`src/rtl/sd_sec_arbiter_pkg.sv`:
```
// Shared constants and sequencer state encoding for the SD sector arbiter.
package sd_arb_pkg;

  localparam int unsigned BUSY_TIMEOUT = 1024;
  localparam int unsigned SECTOR_BYTES = 512;
  localparam int unsigned ADDR_W       = 32;
  localparam int unsigned NUM_CLIENTS  = 2;

  typedef enum logic [5:0] {
    ST_WAIT_INIT = 6'b000001,
    ST_IDLE      = 6'b000010,
    ST_START     = 6'b000100,
    ST_WAIT_HI   = 6'b001000,
    ST_WAIT_LO   = 6'b010000,
    ST_GAP       = 6'b100000
  } state_t;

endpackage

```
`src/rtl/sd_sec_arbiter_if.sv`:
```
// Client request/response and sector-engine handshake bundle for sd_sec_arbiter.
interface sd_sec_arbiter_if #(
  parameter int unsigned CNT_W = 16
);
  import sd_arb_pkg::*;

  logic                   sd_init_done;

  logic                   c0_req;
  logic                   c0_wr;
  logic [ADDR_W-1:0]      c0_addr;
  logic [CNT_W-1:0]       c0_cnt;
  logic                   c0_ack;
  logic                   c0_done;
  logic                   c0_err;

  logic                   c1_req;
  logic                   c1_wr;
  logic [ADDR_W-1:0]      c1_addr;
  logic [CNT_W-1:0]       c1_cnt;
  logic                   c1_ack;
  logic                   c1_done;
  logic                   c1_err;

  logic                   rd_start_en;
  logic [ADDR_W-1:0]      rd_sec_addr;
  logic                   rd_busy;
  logic                   wr_start_en;
  logic [ADDR_W-1:0]      wr_sec_addr;
  logic                   wr_busy;

  logic [NUM_CLIENTS-1:0] grant;

  // Arbiter side.
  modport master (
    input  sd_init_done,
    input  c0_req, c0_wr, c0_addr, c0_cnt,
    output c0_ack, c0_done, c0_err,
    input  c1_req, c1_wr, c1_addr, c1_cnt,
    output c1_ack, c1_done, c1_err,
    output rd_start_en, rd_sec_addr,
    input  rd_busy,
    output wr_start_en, wr_sec_addr,
    input  wr_busy,
    output grant
  );

  // Clients and engines.
  modport slave (
    output sd_init_done,
    output c0_req, c0_wr, c0_addr, c0_cnt,
    input  c0_ack, c0_done, c0_err,
    output c1_req, c1_wr, c1_addr, c1_cnt,
    input  c1_ack, c1_done, c1_err,
    input  rd_start_en, rd_sec_addr,
    output rd_busy,
    input  wr_start_en, wr_sec_addr,
    output wr_busy,
    input  grant
  );

endinterface

```
`src/rtl/sd_sec_arbiter_sel.sv`:
```
// Two-way request selector with one-hot grant.
// SD_ARB_RR_EN selects round-robin; otherwise client 0 has fixed priority.
module sd_arb_sel
  import sd_arb_pkg::*;
(
  input  logic                   clk,
  input  logic                   rst_n,
  input  logic [NUM_CLIENTS-1:0] req,
  input  logic                   update,
  output logic [NUM_CLIENTS-1:0] gnt_c
);

`ifdef SD_ARB_RR_EN
  logic last;

  // Index of the last granted client; reset value lets client 0 win first.
  always_ff @(posedge clk) begin
    if (!rst_n) begin
      last <= 1'b1;
    end else if (update && (|gnt_c)) begin
      last <= gnt_c[1];
    end
  end

  always_comb begin
    gnt_c = '0;
    if (req == 2'b11) begin
      gnt_c = last ? 2'b01 : 2'b10;
    end else begin
      gnt_c = req;
    end
  end
`else
  logic unused_rr;
  assign unused_rr = ^{clk, rst_n, update};

  always_comb begin
    gnt_c = '0;
    if (req[0]) begin
      gnt_c = 2'b01;
    end else if (req[1]) begin
      gnt_c = 2'b10;
    end
  end
`endif

endmodule

```
`src/rtl/sd_sec_arbiter.sv`:
```
// Shares one SD sector read/write engine between two clients, issuing one start
// pulse per sector with an idle gap. SD_ARB_RR_EN enables round-robin arbitration.
module sd_sec_arbiter
  import sd_arb_pkg::*;
#(
  parameter int unsigned GAP_CYCLES = 255,
  parameter int unsigned CNT_W      = 16
)(
  input  logic             clk,
  input  logic             rst_n,
  sd_sec_arbiter_if.master bus
);

  localparam int unsigned TMO_W = $clog2(BUSY_TIMEOUT);
  localparam int unsigned GAP_W = (GAP_CYCLES > 1) ? $clog2(GAP_CYCLES) : 1;

  state_t                 state;
  logic                   owner;
  logic                   cur_wr;
  logic [ADDR_W-1:0]      cur_addr;
  logic [CNT_W-1:0]       rem;
  logic [TMO_W-1:0]       tmo;
  logic [GAP_W-1:0]       gap_cnt;
  logic [NUM_CLIENTS-1:0] ack_q;
  logic [NUM_CLIENTS-1:0] done_q;
  logic [NUM_CLIENTS-1:0] err_q;
  logic [NUM_CLIENTS-1:0] grant_q;
  logic                   rd_start_q;
  logic                   wr_start_q;
  logic [ADDR_W-1:0]      rd_addr_q;
  logic [ADDR_W-1:0]      wr_addr_q;

  logic [NUM_CLIENTS-1:0] req_c;
  logic [NUM_CLIENTS-1:0] sel_c;
  logic [NUM_CLIENTS-1:0] own_c;
  logic                   accept_c;
  logic                   busy_c;
  logic                   last_c;

  assign req_c    = {bus.c1_req, bus.c0_req};
  assign accept_c = (state == ST_IDLE) && (|req_c);
  assign own_c    = owner ? 2'b10 : 2'b01;
  assign busy_c   = cur_wr ? bus.wr_busy : bus.rd_busy;
  assign last_c   = (rem == CNT_W'(1));

  sd_arb_sel u_sel (
    .clk    (clk),
    .rst_n  (rst_n),
    .req    (req_c),
    .update (accept_c),
    .gnt_c  (sel_c)
  );

  // Sector sequencer; all client and engine outputs are registered here.
  always_ff @(posedge clk) begin
    if (!rst_n) begin
      state      <= ST_WAIT_INIT;
      owner      <= 1'b0;
      cur_wr     <= 1'b0;
      cur_addr   <= '0;
      rem        <= '0;
      tmo        <= '0;
      gap_cnt    <= '0;
      ack_q      <= '0;
      done_q     <= '0;
      err_q      <= '0;
      grant_q    <= '0;
      rd_start_q <= 1'b0;
      wr_start_q <= 1'b0;
      rd_addr_q  <= '0;
      wr_addr_q  <= '0;
    end else begin
      ack_q      <= '0;
      done_q     <= '0;
      err_q      <= '0;
      rd_start_q <= 1'b0;
      wr_start_q <= 1'b0;
      case (state)
        ST_WAIT_INIT: begin
          if (bus.sd_init_done) begin
            state <= ST_IDLE;
          end
        end
        ST_IDLE: begin
          if (|sel_c) begin
            owner    <= sel_c[1];
            cur_wr   <= sel_c[1] ? bus.c1_wr   : bus.c0_wr;
            cur_addr <= sel_c[1] ? bus.c1_addr : bus.c0_addr;
            rem      <= sel_c[1] ? bus.c1_cnt  : bus.c0_cnt;
            ack_q    <= sel_c;
            grant_q  <= sel_c;
            state    <= ST_START;
          end
        end
        ST_START: begin
          // A zero-length request completes without touching the engine.
          if (rem == '0) begin
            done_q  <= own_c;
            grant_q <= '0;
            state   <= ST_IDLE;
          end else begin
            rd_start_q <= ~cur_wr;
            wr_start_q <= cur_wr;
            rd_addr_q  <= cur_wr ? '0 : cur_addr;
            wr_addr_q  <= cur_wr ? cur_addr : '0;
            tmo        <= '0;
            state      <= ST_WAIT_HI;
          end
        end
        ST_WAIT_HI: begin
          if (busy_c) begin
            state <= ST_WAIT_LO;
          end else if (tmo == TMO_W'(BUSY_TIMEOUT - 1)) begin
            done_q  <= own_c;
            err_q   <= own_c;
            grant_q <= '0;
            state   <= ST_IDLE;
          end else begin
            tmo <= tmo + TMO_W'(1);
          end
        end
        ST_WAIT_LO: begin
          if (!busy_c) begin
            cur_addr <= cur_addr + ADDR_W'(1);
            rem      <= rem - CNT_W'(1);
            if (last_c) begin
              done_q  <= own_c;
              grant_q <= '0;
              state   <= ST_IDLE;
            end else if (GAP_CYCLES > 1) begin
              gap_cnt <= GAP_W'(1);
              state   <= ST_GAP;
            end else if (!bus.sd_init_done) begin
              done_q  <= own_c;
              err_q   <= own_c;
              grant_q <= '0;
              state   <= ST_WAIT_INIT;
            end else begin
              state <= ST_START;
            end
          end
        end
        ST_GAP: begin
          // Card loss is only acted on at a sector boundary.
          if (gap_cnt == GAP_W'(GAP_CYCLES - 1)) begin
            if (!bus.sd_init_done) begin
              done_q  <= own_c;
              err_q   <= own_c;
              grant_q <= '0;
              state   <= ST_WAIT_INIT;
            end else begin
              state <= ST_START;
            end
          end else begin
            gap_cnt <= gap_cnt + GAP_W'(1);
          end
        end
        default: begin
          state <= ST_WAIT_INIT;
        end
      endcase
    end
  end

  assign bus.c0_ack      = ack_q[0];
  assign bus.c1_ack      = ack_q[1];
  assign bus.c0_done     = done_q[0];
  assign bus.c1_done     = done_q[1];
  assign bus.c0_err      = err_q[0];
  assign bus.c1_err      = err_q[1];
  assign bus.rd_start_en = rd_start_q;
  assign bus.wr_start_en = wr_start_q;
  assign bus.rd_sec_addr = rd_addr_q;
  assign bus.wr_sec_addr = wr_addr_q;
  assign bus.grant       = grant_q;

endmodule
```
`src/flat_wrapper.sv`:
```
// flat-port wrapper written by rule: the top's interface ports become plain ports
module sd_sec_arbiter_flat import sd_arb_pkg::*;
#(
  parameter int unsigned GAP_CYCLES = 255,
  parameter int unsigned CNT_W      = 16
)
  (clk, rst_n, bus_sd_init_done, bus_c0_req, bus_c0_wr, bus_c0_addr, bus_c0_cnt, bus_c0_ack, bus_c0_done, bus_c0_err, bus_c1_req, bus_c1_wr, bus_c1_addr, bus_c1_cnt, bus_c1_ack, bus_c1_done, bus_c1_err, bus_rd_start_en, bus_rd_sec_addr, bus_rd_busy, bus_wr_start_en, bus_wr_sec_addr, bus_wr_busy, bus_grant);
  sd_sec_arbiter_if #(.CNT_W(CNT_W)) bus_i ();
  input  logic clk;
  input  logic rst_n;
  input wire logic [$bits(bus_i.sd_init_done)-1:0] bus_sd_init_done;
  input wire logic [$bits(bus_i.c0_req)-1:0] bus_c0_req;
  input wire logic [$bits(bus_i.c0_wr)-1:0] bus_c0_wr;
  input wire logic [$bits(bus_i.c0_addr)-1:0] bus_c0_addr;
  input wire logic [$bits(bus_i.c0_cnt)-1:0] bus_c0_cnt;
  output wire logic [$bits(bus_i.c0_ack)-1:0] bus_c0_ack;
  output wire logic [$bits(bus_i.c0_done)-1:0] bus_c0_done;
  output wire logic [$bits(bus_i.c0_err)-1:0] bus_c0_err;
  input wire logic [$bits(bus_i.c1_req)-1:0] bus_c1_req;
  input wire logic [$bits(bus_i.c1_wr)-1:0] bus_c1_wr;
  input wire logic [$bits(bus_i.c1_addr)-1:0] bus_c1_addr;
  input wire logic [$bits(bus_i.c1_cnt)-1:0] bus_c1_cnt;
  output wire logic [$bits(bus_i.c1_ack)-1:0] bus_c1_ack;
  output wire logic [$bits(bus_i.c1_done)-1:0] bus_c1_done;
  output wire logic [$bits(bus_i.c1_err)-1:0] bus_c1_err;
  output wire logic [$bits(bus_i.rd_start_en)-1:0] bus_rd_start_en;
  output wire logic [$bits(bus_i.rd_sec_addr)-1:0] bus_rd_sec_addr;
  input wire logic [$bits(bus_i.rd_busy)-1:0] bus_rd_busy;
  output wire logic [$bits(bus_i.wr_start_en)-1:0] bus_wr_start_en;
  output wire logic [$bits(bus_i.wr_sec_addr)-1:0] bus_wr_sec_addr;
  input wire logic [$bits(bus_i.wr_busy)-1:0] bus_wr_busy;
  output wire logic [$bits(bus_i.grant)-1:0] bus_grant;
  assign bus_i.sd_init_done = bus_sd_init_done;
  assign bus_i.c0_req = bus_c0_req;
  assign bus_i.c0_wr = bus_c0_wr;
  assign bus_i.c0_addr = bus_c0_addr;
  assign bus_i.c0_cnt = bus_c0_cnt;
  assign bus_c0_ack = bus_i.c0_ack;
  assign bus_c0_done = bus_i.c0_done;
  assign bus_c0_err = bus_i.c0_err;
  assign bus_i.c1_req = bus_c1_req;
  assign bus_i.c1_wr = bus_c1_wr;
  assign bus_i.c1_addr = bus_c1_addr;
  assign bus_i.c1_cnt = bus_c1_cnt;
  assign bus_c1_ack = bus_i.c1_ack;
  assign bus_c1_done = bus_i.c1_done;
  assign bus_c1_err = bus_i.c1_err;
  assign bus_rd_start_en = bus_i.rd_start_en;
  assign bus_rd_sec_addr = bus_i.rd_sec_addr;
  assign bus_i.rd_busy = bus_rd_busy;
  assign bus_wr_start_en = bus_i.wr_start_en;
  assign bus_wr_sec_addr = bus_i.wr_sec_addr;
  assign bus_i.wr_busy = bus_wr_busy;
  assign bus_grant = bus_i.grant;
  sd_sec_arbiter #(.GAP_CYCLES(GAP_CYCLES), .CNT_W(CNT_W)) u_core (.clk(clk), .rst_n(rst_n), .bus(bus_i));
endmodule
```
`config.mk`:
```
export PLATFORM = sky130hd
export DESIGN_NAME = sd_sec_arbiter_flat
export DESIGN_NICKNAME = d
export VERILOG_FILES = /design/src/rtl/sd_sec_arbiter_pkg.sv /design/src/rtl/sd_sec_arbiter_if.sv /design/src/rtl/sd_sec_arbiter_sel.sv /design/src/rtl/sd_sec_arbiter.sv /design/src/flat_wrapper.sv
export SDC_FILE = /design/constraint.sdc
export NUM_CORES = 1
export LEC_CHECK = 0
export ABC_AREA = 1
export BUFFER_PORTS_ARGS = -buffer_cell sky130_fd_sc_hd__clkbuf_2
export CELL_PAD_IN_SITES_DETAIL_PLACEMENT = 0
export CELL_PAD_IN_SITES_GLOBAL_PLACEMENT = 2
export CORE_AREA = 3 3 162 164
export DETAILED_ROUTE_END_ITERATION = 16
export DIE_AREA = 0 0 165 167
export PLACE_DENSITY_LB_ADDON = 0.1
export SLEW_MARGIN = 15
export SYNTH_ARGS = -nofsm -noshare
export SYNTH_HDL_FRONTEND = slang
export SYNTH_HIERARCHICAL = 1
export SYNTH_SLANG_ARGS = --single-unit
```
`constraint.sdc`:
```
create_clock -name clk -period 2.7 [get_ports clk]
set_input_delay 0.405 -clock clk [delete_from_list [all_inputs] [get_ports clk]]
set_output_delay 0.405 -clock clk [all_outputs]
set_load 0.01 [all_outputs]
```
==> results.sh, run 1 <==
export IMPL_end_kind="flop"
export IMPL_cp_slowest_cell="clkinv_4"
export IMPL_crit_family="simple AND/OR/NAND/NOR gates"
export IMPL_grt_max_degree=67
export IMPL_peakVddDrop_mv=0.305
export IMPL_swShare_pct=31.5
export IMPL_core_area_um2=25000
export IMPL_drc=0
export IMPL_tns_ps=0
export IMPL_cts_resized_gates=0
export IMPL_clk_latency_ps=420
export IMPL_cts_setup_buffers=0
export IMPL_clockRootBuffer="clkbuf_16"
export IMPL_dieArea_um2=27600
export IMPL_p_leak_nw=4.12
export IMPL_path_buf_inv=1
export IMPL_via_per_inst=4.77
export IMPL_worstSetupStartpointType="flop"
export IMPL_grt_usage_pct=19.1
export IMPL_final_cell_mix="nand2_1 (255), clkbuf_2 (177), nor2_1 (150)"
export IMPL_grt_first_pass_wirelength_um=41600
export IMPL_antenna_found_initial=0
export IMPL_ant_nets=0
export IMPL_overflow=0
export IMPL_dieWidth_um=165
export IMPL_dr_first_iter_drc_count=484
export IMPL_slew_viol_final=0
export IMPL_clock_power_share_pct=42.8
export IMPL_path_cells="nor2_4 > nand2_4 > nor2_8 > nand2_4 > nand2_4 > clkinv_4 > o21ai_0 > a21oi_1"
export IMPL_syn_inst=1182
export IMPL_synth_fp_nets=1294
export IMPL_use_met1_pct=29.6
export IMPL_vias=7992
export IMPL_start_util_pct=31.6
export IMPL_ios=179
export IMPL_gp_congestion=0.829
export IMPL_clock_sinks=148
export IMPL_cap_violations=0
export IMPL_hold_class="primary input to flop"
export IMPL_drt_wl_total_um=26500
export IMPL_cts_tree="done"
export IMPL_fmax_ghz=0.467
export IMPL_max_slew_margin_pct=59.3
export IMPL_path_clk_slew_ps=70
export IMPL_setup_violations_final=0
export IMPL_grt_met2_usage_pct=27.8
export IMPL_syn_to_final_growth_pct=21.2
export IMPL_rsz0062_at_grt="false"
export IMPL_final_common_cell="nand2_1"
export IMPL_layout_min_cycle_time_ps=2140
export IMPL_grt_pass1_vias=7630
export IMPL_pwr_share_seq_pct=42.4
export IMPL_htreeDepth=4
export IMPL_nNetsFinal=1445
export IMPL_slowest_delay_ps=380
export IMPL_num_rows=58
export IMPL_cp_common_cell="nand2_4"
export IMPL_drive_gt1_share_pct=19.8
export IMPL_status="finished clean"
export IMPL_fp_dieH_um=167
export IMPL_hpwlAfterDp_um=19500
export IMPL_crit_required_ps=3010
export IMPL_wl_per_cell_um=15.8
export IMPL_hold_buffers=0
export IMPL_port_buffers=178
export IMPL_final_util_pct=38.4
export IMPL_crit_type="flop to flop"
export IMPL_power_switching_mw=1.74
export IMPL_finClkSkew_ps=10.3
export IMPL_cts_buffers_inserted=17
export IMPL_power_mw=5.53
export IMPL_path_max_fanout=44
export IMPL_worstPathArrival_ps=2460
export IMPL_n_antenna_cell=0
export IMPL_pwr_share_comb_pct=14.8
export IMPL_first_pass_iters=5
export IMPL_top_usage_layer="met1"
export IMPL_grt_use_met3_pct=2.86
export IMPL_syn_avg_cell_area_um2=6.70
export IMPL_worstMarginPinSlew_ps=610
export IMPL_clock_path_buffers=2
export IMPL_post_route_period_util_pct=79.4
export IMPL_final_hold_violation_count=0
export IMPL_syn_cell_area_um2=7920
export IMPL_yosys_warnings=6
export IMPL_power_density_nw_per_um2=575
export IMPL_p_int_mw=3.78
sequential cells by signal (all words and copies together), names as in the netlist:
signal	cells
u_core/ack_q	2
u_core/bus.rd_start_en	1
u_core/tmo	10
u_core/done_q	2
u_core/state	6
u_core/bus.wr_start_en	1
u_core/bus.grant	2
u_core/cur_wr	1
u_core/bus.wr_sec_addr	32
u_core/err_q	2
u_core/rem	16
u_core/gap_cnt	8
u_core/bus.rd_sec_addr	32
u_core/owner	1
u_core/cur_addr	32
power groups by stage:
stage                     Combinational [mW]  Sequential, mW  Clock (mW)
after floorplan                        0.568            2.36           0
after global placement                 0.825            2.39           0
after detailed placement               0.822            2.39           0
after CTS                              0.827            2.34        2.44
after global routing                   0.935            2.35        2.53
final                                  0.820            2.34        2.36
metal layers:
layer / share of wire [%] / vias up
li1: - / 4193
met1: 53 / 3589
met2: 42 / 193
met3: 4.5 / 17
met4: 0.67 / 0
met5: 0 / -
tightest hold or removal path, stage by stage:
cell      delay, ps
clkbuf_2         80
nor2_1           90
o32ai_1          90
stage by stage:
| step | std cells | instance area [um2] | hold slack (ps) | setup slack, ps |
|---|---|---|---|---|
| 2_1_floorplan | 1182 | 7920 | 422 | 1180 |
| 3_5_place_dp | 1644 | 9020 | 451 | 524 |
| 5_1_grt | 1676 | 9610 | 291 | 316 |
| 3_3_place_gp | 1644 | 9020 | 454 | 595 |
| 4_1_cts | 1676 | 9610 | 268 | 502 |
| 6_report | 1676 | 9610 | 293 | 557 |
layout make-up:
| cell class | count | area, um2 |
|---|---|---|
| multi-input cells | 879 | 4250 |
| repair buffers | 191 | 1030 |
| clock inverters | 15 | 159 |
| clock buffers | 17 | 425 |
| flip-flops and latches | 148 | 2960 |
| fillers | 2820 | 15400 |
| inverters | 96 | 368 |
| well taps | 330 | 413 |
final timing paths:
path | startpoint | end | slack [ps] | cells after the start
min | bus_c0_wr | u_core/cur_wr | 290 | 3
max reg2reg | u_core/state[3] | u_core/cur_addr[23] | 560 | 8
min reg2reg | u_core/owner | u_core/err_q[0] | 460 | 1
max | u_core/state[3] | u_core/cur_addr[23] | 560 | 8
Power figures use the tool's default switching activity.
==> inputs of run 2 (changes only) <==
--- a/config.mk
+++ b/config.mk
@@ -9,9 +9,9 @@
 export BUFFER_PORTS_ARGS = -buffer_cell sky130_fd_sc_hd__clkbuf_2
 export CELL_PAD_IN_SITES_DETAIL_PLACEMENT = 0
 export CELL_PAD_IN_SITES_GLOBAL_PLACEMENT = 2
-export CORE_AREA = 3 3 162 164
+export CORE_AREA = 3 3 179 181
 export DETAILED_ROUTE_END_ITERATION = 16
-export DIE_AREA = 0 0 165 167
+export DIE_AREA = 0 0 182 184
 export PLACE_DENSITY_LB_ADDON = 0.1
 export SLEW_MARGIN = 15
 export SYNTH_ARGS = -nofsm -noshare
==> constraint.sdc (replaced) <==
create_clock -name clk -period 1.75 [get_ports clk]
set_input_delay 0.2625 -clock clk [delete_from_list [all_inputs] [get_ports clk]]
set_output_delay 0.2625 -clock clk [all_outputs]
set_load 0.01 [all_outputs]
==> results.sh, run 2 (synthesized netlist as in run 1, its figures left out) <==
export IMPL_cts_buffers_inserted=17
export IMPL_path_cells="nor2_4 > nand2_4 > nor2_8 > inv_4 > nand2_8 > nand2_4 > buf_4 > a21oi_1 > a21oi_1"
export IMPL_path_clk_slew_ps=70
export IMPL_min_to="u_core/cur_wr"
export IMPL_drt_wl_total_um=30600
export IMPL_crit_start="u_core/state[0]"
export IMPL_syn_to_final_growth_pct=36.8
export IMPL_fmax_ghz=0.585
export IMPL_grt_usage_pct=17.2
export IMPL_dr_first_iter_drc_count=464
export IMPL_clock_path_buffers=2
export IMPL_slew_viol_final=0
export IMPL_worstSetupStartpointType="flop"
export IMPL_pwr_share_comb_pct=18.5
export IMPL_power_switching_mw=2.75
export IMPL_final_hold_violation_count=0
export IMPL_clock_sinks=148
export IMPL_dp_cells=1787
export IMPL_clock_power_share_pct=40.3
export IMPL_ios=179
export IMPL_peakVddDrop_mv=0.692
export IMPL_reg2reg_to="u_core/rem[10]"
export IMPL_antenna_found_initial=0
export IMPL_grt_max_degree=65
export IMPL_swShare_pct=31.5
export IMPL_path_max_fanout=6
export IMPL_dieArea_um2=33500
export IMPL_layout_min_cycle_time_ps=1710
export IMPL_reg2regPathDepth=9
export IMPL_htreeDepth=4
export IMPL_port_buffers=178
export IMPL_fin_cells=1830
export IMPL_post_route_period_util_pct=97.7
export IMPL_reg2reg_slack_ps=40
export IMPL_worst_slack_ps=40.6
export IMPL_final_cell_mix="nand2_1 (249), clkbuf_2 (177), nor2_1 (140)"
export IMPL_p_int_mw=5.98
export IMPL_tns_ps=0
export IMPL_reg2reg_from="u_core/state[0]"
export IMPL_clockRootBuffer="clkbuf_16"
export IMPL_fill_cells=3400
export IMPL_crit_type="flop to flop"
export IMPL_n_antenna_cell=0
export IMPL_start_util_pct=25.9
export IMPL_end_kind="flop"
export IMPL_dieWidth_um=182
export IMPL_cp_slowest_cell="dfxtp_1"
export IMPL_path_buf_inv=2
export IMPL_hpwlAfterDp_um=21800
export IMPL_hp_start="bus_c0_wr"
export IMPL_pwr_share_seq_pct=41.2
export IMPL_grt_first_pass_wirelength_um=45500
export IMPL_ant_nets=0
export IMPL_wl_per_cell_um=16.7
export IMPL_p_leak_nw=4.71
export IMPL_final_common_cell="nand2_1"
export IMPL_grt_pass1_vias=7903
export IMPL_gp_congestion=0.800
export IMPL_rsz0062_at_grt="true"
export IMPL_via_per_inst=4.63
export IMPL_crit_required_ps=2060
export IMPL_dp_slack_ps=-4.36
export IMPL_clk_latency_ps=430
export IMPL_num_rows=64
export IMPL_drive_gt1_share_pct=27.8
export IMPL_hold_worst_slack_ps=149
export IMPL_power_density_nw_per_um2=805
export IMPL_cts_tree="done"
export IMPL_crit_family="simple AND/OR/NAND/NOR gates"
export IMPL_overflow=0
export IMPL_hold_depth=3
export IMPL_max_slew_margin_pct=68.6
export IMPL_nNetsFinal=1534
export IMPL_worstPathArrival_ps=2020
export IMPL_core_area_um2=30600
export IMPL_drc=0
export IMPL_finClkSkew_ps=12.0
export IMPL_cap_violations=0
export IMPL_worstMarginPinSlew_ps=466
export IMPL_first_pass_iters=5
export IMPL_slowest_delay_ps=350
export IMPL_fp_dieH_um=184
export IMPL_hold_class="primary input to flop"
export IMPL_setup_violations_final=0
export IMPL_vias=8473
export IMPL_status="finished clean"
## run 2: tightest hold or removal path, stage by stage
cell and delay, ps:
clkbuf_2 80, nor2_1 90, o32ai_1 90
## run 2: worst max path at each step
stage	end	slack, ps	cells after the start
finish	u_core/rem[10]	40	9
global route	u_core/cur_addr[25]	-30	8
floorplan	u_core/cur_addr[30]	280	10
global placement	u_core/cur_addr[1]	20	8
CTS	u_core/cur_addr[1]	0.6	8
detailed placement	u_core/cur_addr[21]	-4	9
## run 2: area by class of cell
type / instances / area [um2] / share of cell area [%]
Sequential cell: 148 / 2980 / 27.5
Clock buffer: 17 / 425 / 3.92
Tap cell: 396 / 495 / 4.57
Multi-Input combinational cell: 880 / 4490 / 41.4
Clock inverter: 14 / 120 / 1.11
Inverter: 96 / 373 / 3.44
Timing Repair Buffer: 279 / 1960 / 18.1
## run 2: power groups by stage
stage	sequential [mW]	combinational (mW)	clock [mW]
3_5_place_dp	3.67	1.51	0
2_1_floorplan	3.65	0.876	0
4_1_cts	3.59	1.52	3.65
6_report	3.60	1.61	3.52
3_3_place_gp	3.67	1.52	0
5_1_grt	3.61	1.80	3.78
## run 2: what timing repair did
item | in CTS | in global routing
hold buffers | 0 | 0
hold endpoints to repair | 0 | 0
endpoints found under the setup margin | 2 | 118
setup buffers | 0 | 6
resized for setup | 2 | 86
pin swaps | 0 | 16
cloned | 0 | 7
## run 2: metal layers
metal	track usage (%)	vias up	wire [um]
li1	-	4386	-
met1	27.4	3864	16600
met2	23.5	215	12300
met3	3.48	8	1510
met4	3.50	0	173
met5	0	-	0
## run 2: metrics by stage
step,util (%),power (mW),instance area (um2)
4_1_cts,33.9,8.76,10400
5_1_grt,35.4,9.19,10800
3_5_place_dp,32.1,5.18,9810
3_3_place_gp,32.1,5.18,9810
2_1_floorplan,-,4.52,7920
6_report,35.4,8.73,10800
==> inputs of run 3 (changes only) <==
--- a/config.mk
+++ b/config.mk
@@ -9,9 +9,9 @@
 export BUFFER_PORTS_ARGS = -buffer_cell sky130_fd_sc_hd__clkbuf_2
 export CELL_PAD_IN_SITES_DETAIL_PLACEMENT = 0
 export CELL_PAD_IN_SITES_GLOBAL_PLACEMENT = 2
-export CORE_AREA = 3 3 179 181
+export CORE_AREA = 3 3 170 172
 export DETAILED_ROUTE_END_ITERATION = 16
-export DIE_AREA = 0 0 182 184
+export DIE_AREA = 0 0 173 175
 export PLACE_DENSITY_LB_ADDON = 0.1
 export SLEW_MARGIN = 15
 export SYNTH_ARGS = -nofsm -noshare
==> constraint.sdc (replaced) <==
create_clock -name clk -period 1.7 [get_ports clk]
set_input_delay 0.255 -clock clk [delete_from_list [all_inputs] [get_ports clk]]
set_output_delay 0.255 -clock clk [all_outputs]
set_load 0.01 [all_outputs]
==> results.sh, run 3 (synthesized netlist as in run 1, its figures left out) <==
export IMPL_fp_dieH_um=175
export IMPL_via_per_inst=4.69
export IMPL_grt_first_pass_wirelength_um=45500
export IMPL_dr_first_iter_drc_count=463
export IMPL_ios=179
export IMPL_cp_slowest_cell="dfxtp_1"
export IMPL_dieArea_um2=30300
export IMPL_seq_area_um2=2980
export IMPL_n_antenna_cell=0
export IMPL_rsz0062_at_grt="true"
export IMPL_final_util_pct=39.6
export IMPL_hpwlAfterDp_um=21400
export IMPL_final_common_cell="nand2_1"
export IMPL_power_density_nw_per_um2=831
export IMPL_fill_cells=3074
export IMPL_syn_to_final_growth_pct=38.2
export IMPL_hold_depth=3
export IMPL_end_kind="flop"
export IMPL_path_max_fanout=11
export IMPL_drt_wl_total_um=29600
export IMPL_peakVddDrop_mv=0.664
export IMPL_antenna_found_initial=0
export IMPL_clockRootBuffer="clkbuf_16"
export IMPL_dieWidth_um=173
export IMPL_dp_slack_ps=12.7
export IMPL_place_area_um2=9850
export IMPL_worst_slack_ps=67.9
export IMPL_ant_nets=0
export IMPL_htreeDepth=4
export IMPL_tns_ps=0
export IMPL_start_util_pct=28.7
export IMPL_num_rows=61
export IMPL_nNetsFinal=1546
export IMPL_hold_class="primary input to flop"
export IMPL_overflow=0
export IMPL_grt_max_degree=65
export IMPL_cp_depth=9
export IMPL_worstSetupStartpointType="flop"
export IMPL_path_cells="nor2_4 > nand2_4 > nor2_8 > nand2_4 > nand2_8 > clkinv_8 > clkbuf_16 > o21ai_0 > nor2_1"
export IMPL_setup_violations_final=0
export IMPL_layout_min_cycle_time_ps=1630
export IMPL_multi_input_area_um2=4540
export IMPL_worstMarginPinSlew_ps=411
export IMPL_core_area_um2=27600
export IMPL_first_pass_iters=4
export IMPL_status="finished clean"
export IMPL_design_area_um2=11000
export IMPL_min_to="u_core/cur_wr"
export IMPL_grt_pass1_vias=8182
export IMPL_crit_required_ps=2010
export IMPL_reg2reg_slack_ps=70
export IMPL_port_buffers=178
export IMPL_slowest_delay_ps=350
export IMPL_worstPathArrival_ps=1940
export IMPL_hold_worst_slack_ps=136
export IMPL_clock_path_buffers=2
export IMPL_max_slew_margin_pct=72.4
export IMPL_fmax_ghz=0.613
export IMPL_drive_gt1_share_pct=30.0
export IMPL_final_cell_mix="nand2_1 (247), clkbuf_2 (177), nor2_1 (131), dfxtp_1 (131), nand3_1 (129)"
export IMPL_clock_sinks=148
export IMPL_post_route_period_util_pct=96.0
export IMPL_drc=0
export IMPL_finClkSkew_ps=16.7
export IMPL_clk_latency_ps=420
export IMPL_crit_type="flop to flop"
export IMPL_reg2reg_to="u_core/cur_addr[10]"
export IMPL_path_clk_slew_ps=70
export IMPL_wl_per_cell_um=16.3
export IMPL_cp_common_cell="nand2_4"
export IMPL_crit_family="simple AND/OR/NAND/NOR gates"
export IMPL_hold_buffers=0
export IMPL_cts_buffers_inserted=17
export IMPL_hp_start="bus_c0_wr"
export IMPL_final_hold_violation_count=0
export IMPL_grt_usage_pct=18.8
export IMPL_path_buf_inv=2
export IMPL_slew_viol_final=0
export IMPL_cap_violations=0
export IMPL_reg2regPathDepth=9
export IMPL_gp_congestion=0.838
export IMPL_reg2reg_from="u_core/state[0]"
export IMPL_cts_tree="done"
export IMPL_p_leak_nw=4.80
export IMPL_vias=8562
-- run 3: final cells by class --
| class | instances | share of cell area, % |
|---|---|---|
| clock buffers | 19 | 4.04 |
| clock inverters | 12 | 1.12 |
| inverters | 96 | 3.47 |
| multi-input cells | 879 | 41.4 |
| flip-flops and latches | 148 | 27.2 |
| well taps | 378 | 4.32 |
| repair buffers | 292 | 18.3 |
-- run 3: metal layers --
| layer | part of all wire, % | track usage [%] | vias to the layer above |
|---|---|---|---|
| li1 | - | - | 4412 |
| met1 | 53 | 29.1 | 3925 |
| met2 | 41 | 27.0 | 207 |
| met3 | 4.4 | 2.98 | 18 |
| met4 | 1.0 | 4.26 | 0 |
| met5 | 0 | 0 | - |
-- run 3: power by group --
part | switching, mW | internal, mW | total, mW
combinational | 0.973 | 0.679 | 1.65
clock | 1.66 | 2.08 | 3.74
sequential | 0.124 | 3.58 | 3.71
total | 2.76 | 6.34 | 9.10
-- run 3: worst max-delay path by stage --
stage                                  start                   to  slack [ps]
after floorplan           u_core/cur_addr[0]  u_core/cur_addr[30]         230
after global placement            bus_c0_req       u_core/rem[10]         -20
after detailed placement       u_core/cur_wr        u_core/tmo[5]          10
after CTS                    u_core/state[0]  u_core/cur_addr[18]           4
after global routing         u_core/state[0]   u_core/cur_addr[4]         -30
final                        u_core/state[0]  u_core/cur_addr[10]          70
-- run 3: worst reg2reg max path, delay by kind of cell, from the launching register on --
kind | cells | cell delay [ps]
AND/OR/NAND/NOR | 6 | 740
flip-flops | 1 | 350
AO/OA/AOI/OAI | 1 | 150
buffers and inverters | 2 | 280
-- run 3: timing repair --
item / 4_1_cts / 5_1_grt
setup buffers: 2 / 6
endpoints found under the setup margin: 2 / 142
hold endpoints to repair: 0 / 0
gates resized for setup: 0 / 107
pin swaps: 1 / 15
cloned: 1 / 6
-- run 3: metrics by stage --
step	total power, mW	instances
after floorplan	4.66	1182
after global placement	5.34	1781
after global routing	9.53	1824
after detailed placement	5.33	1781
after CTS	9.10	1815
final	9.10	1824
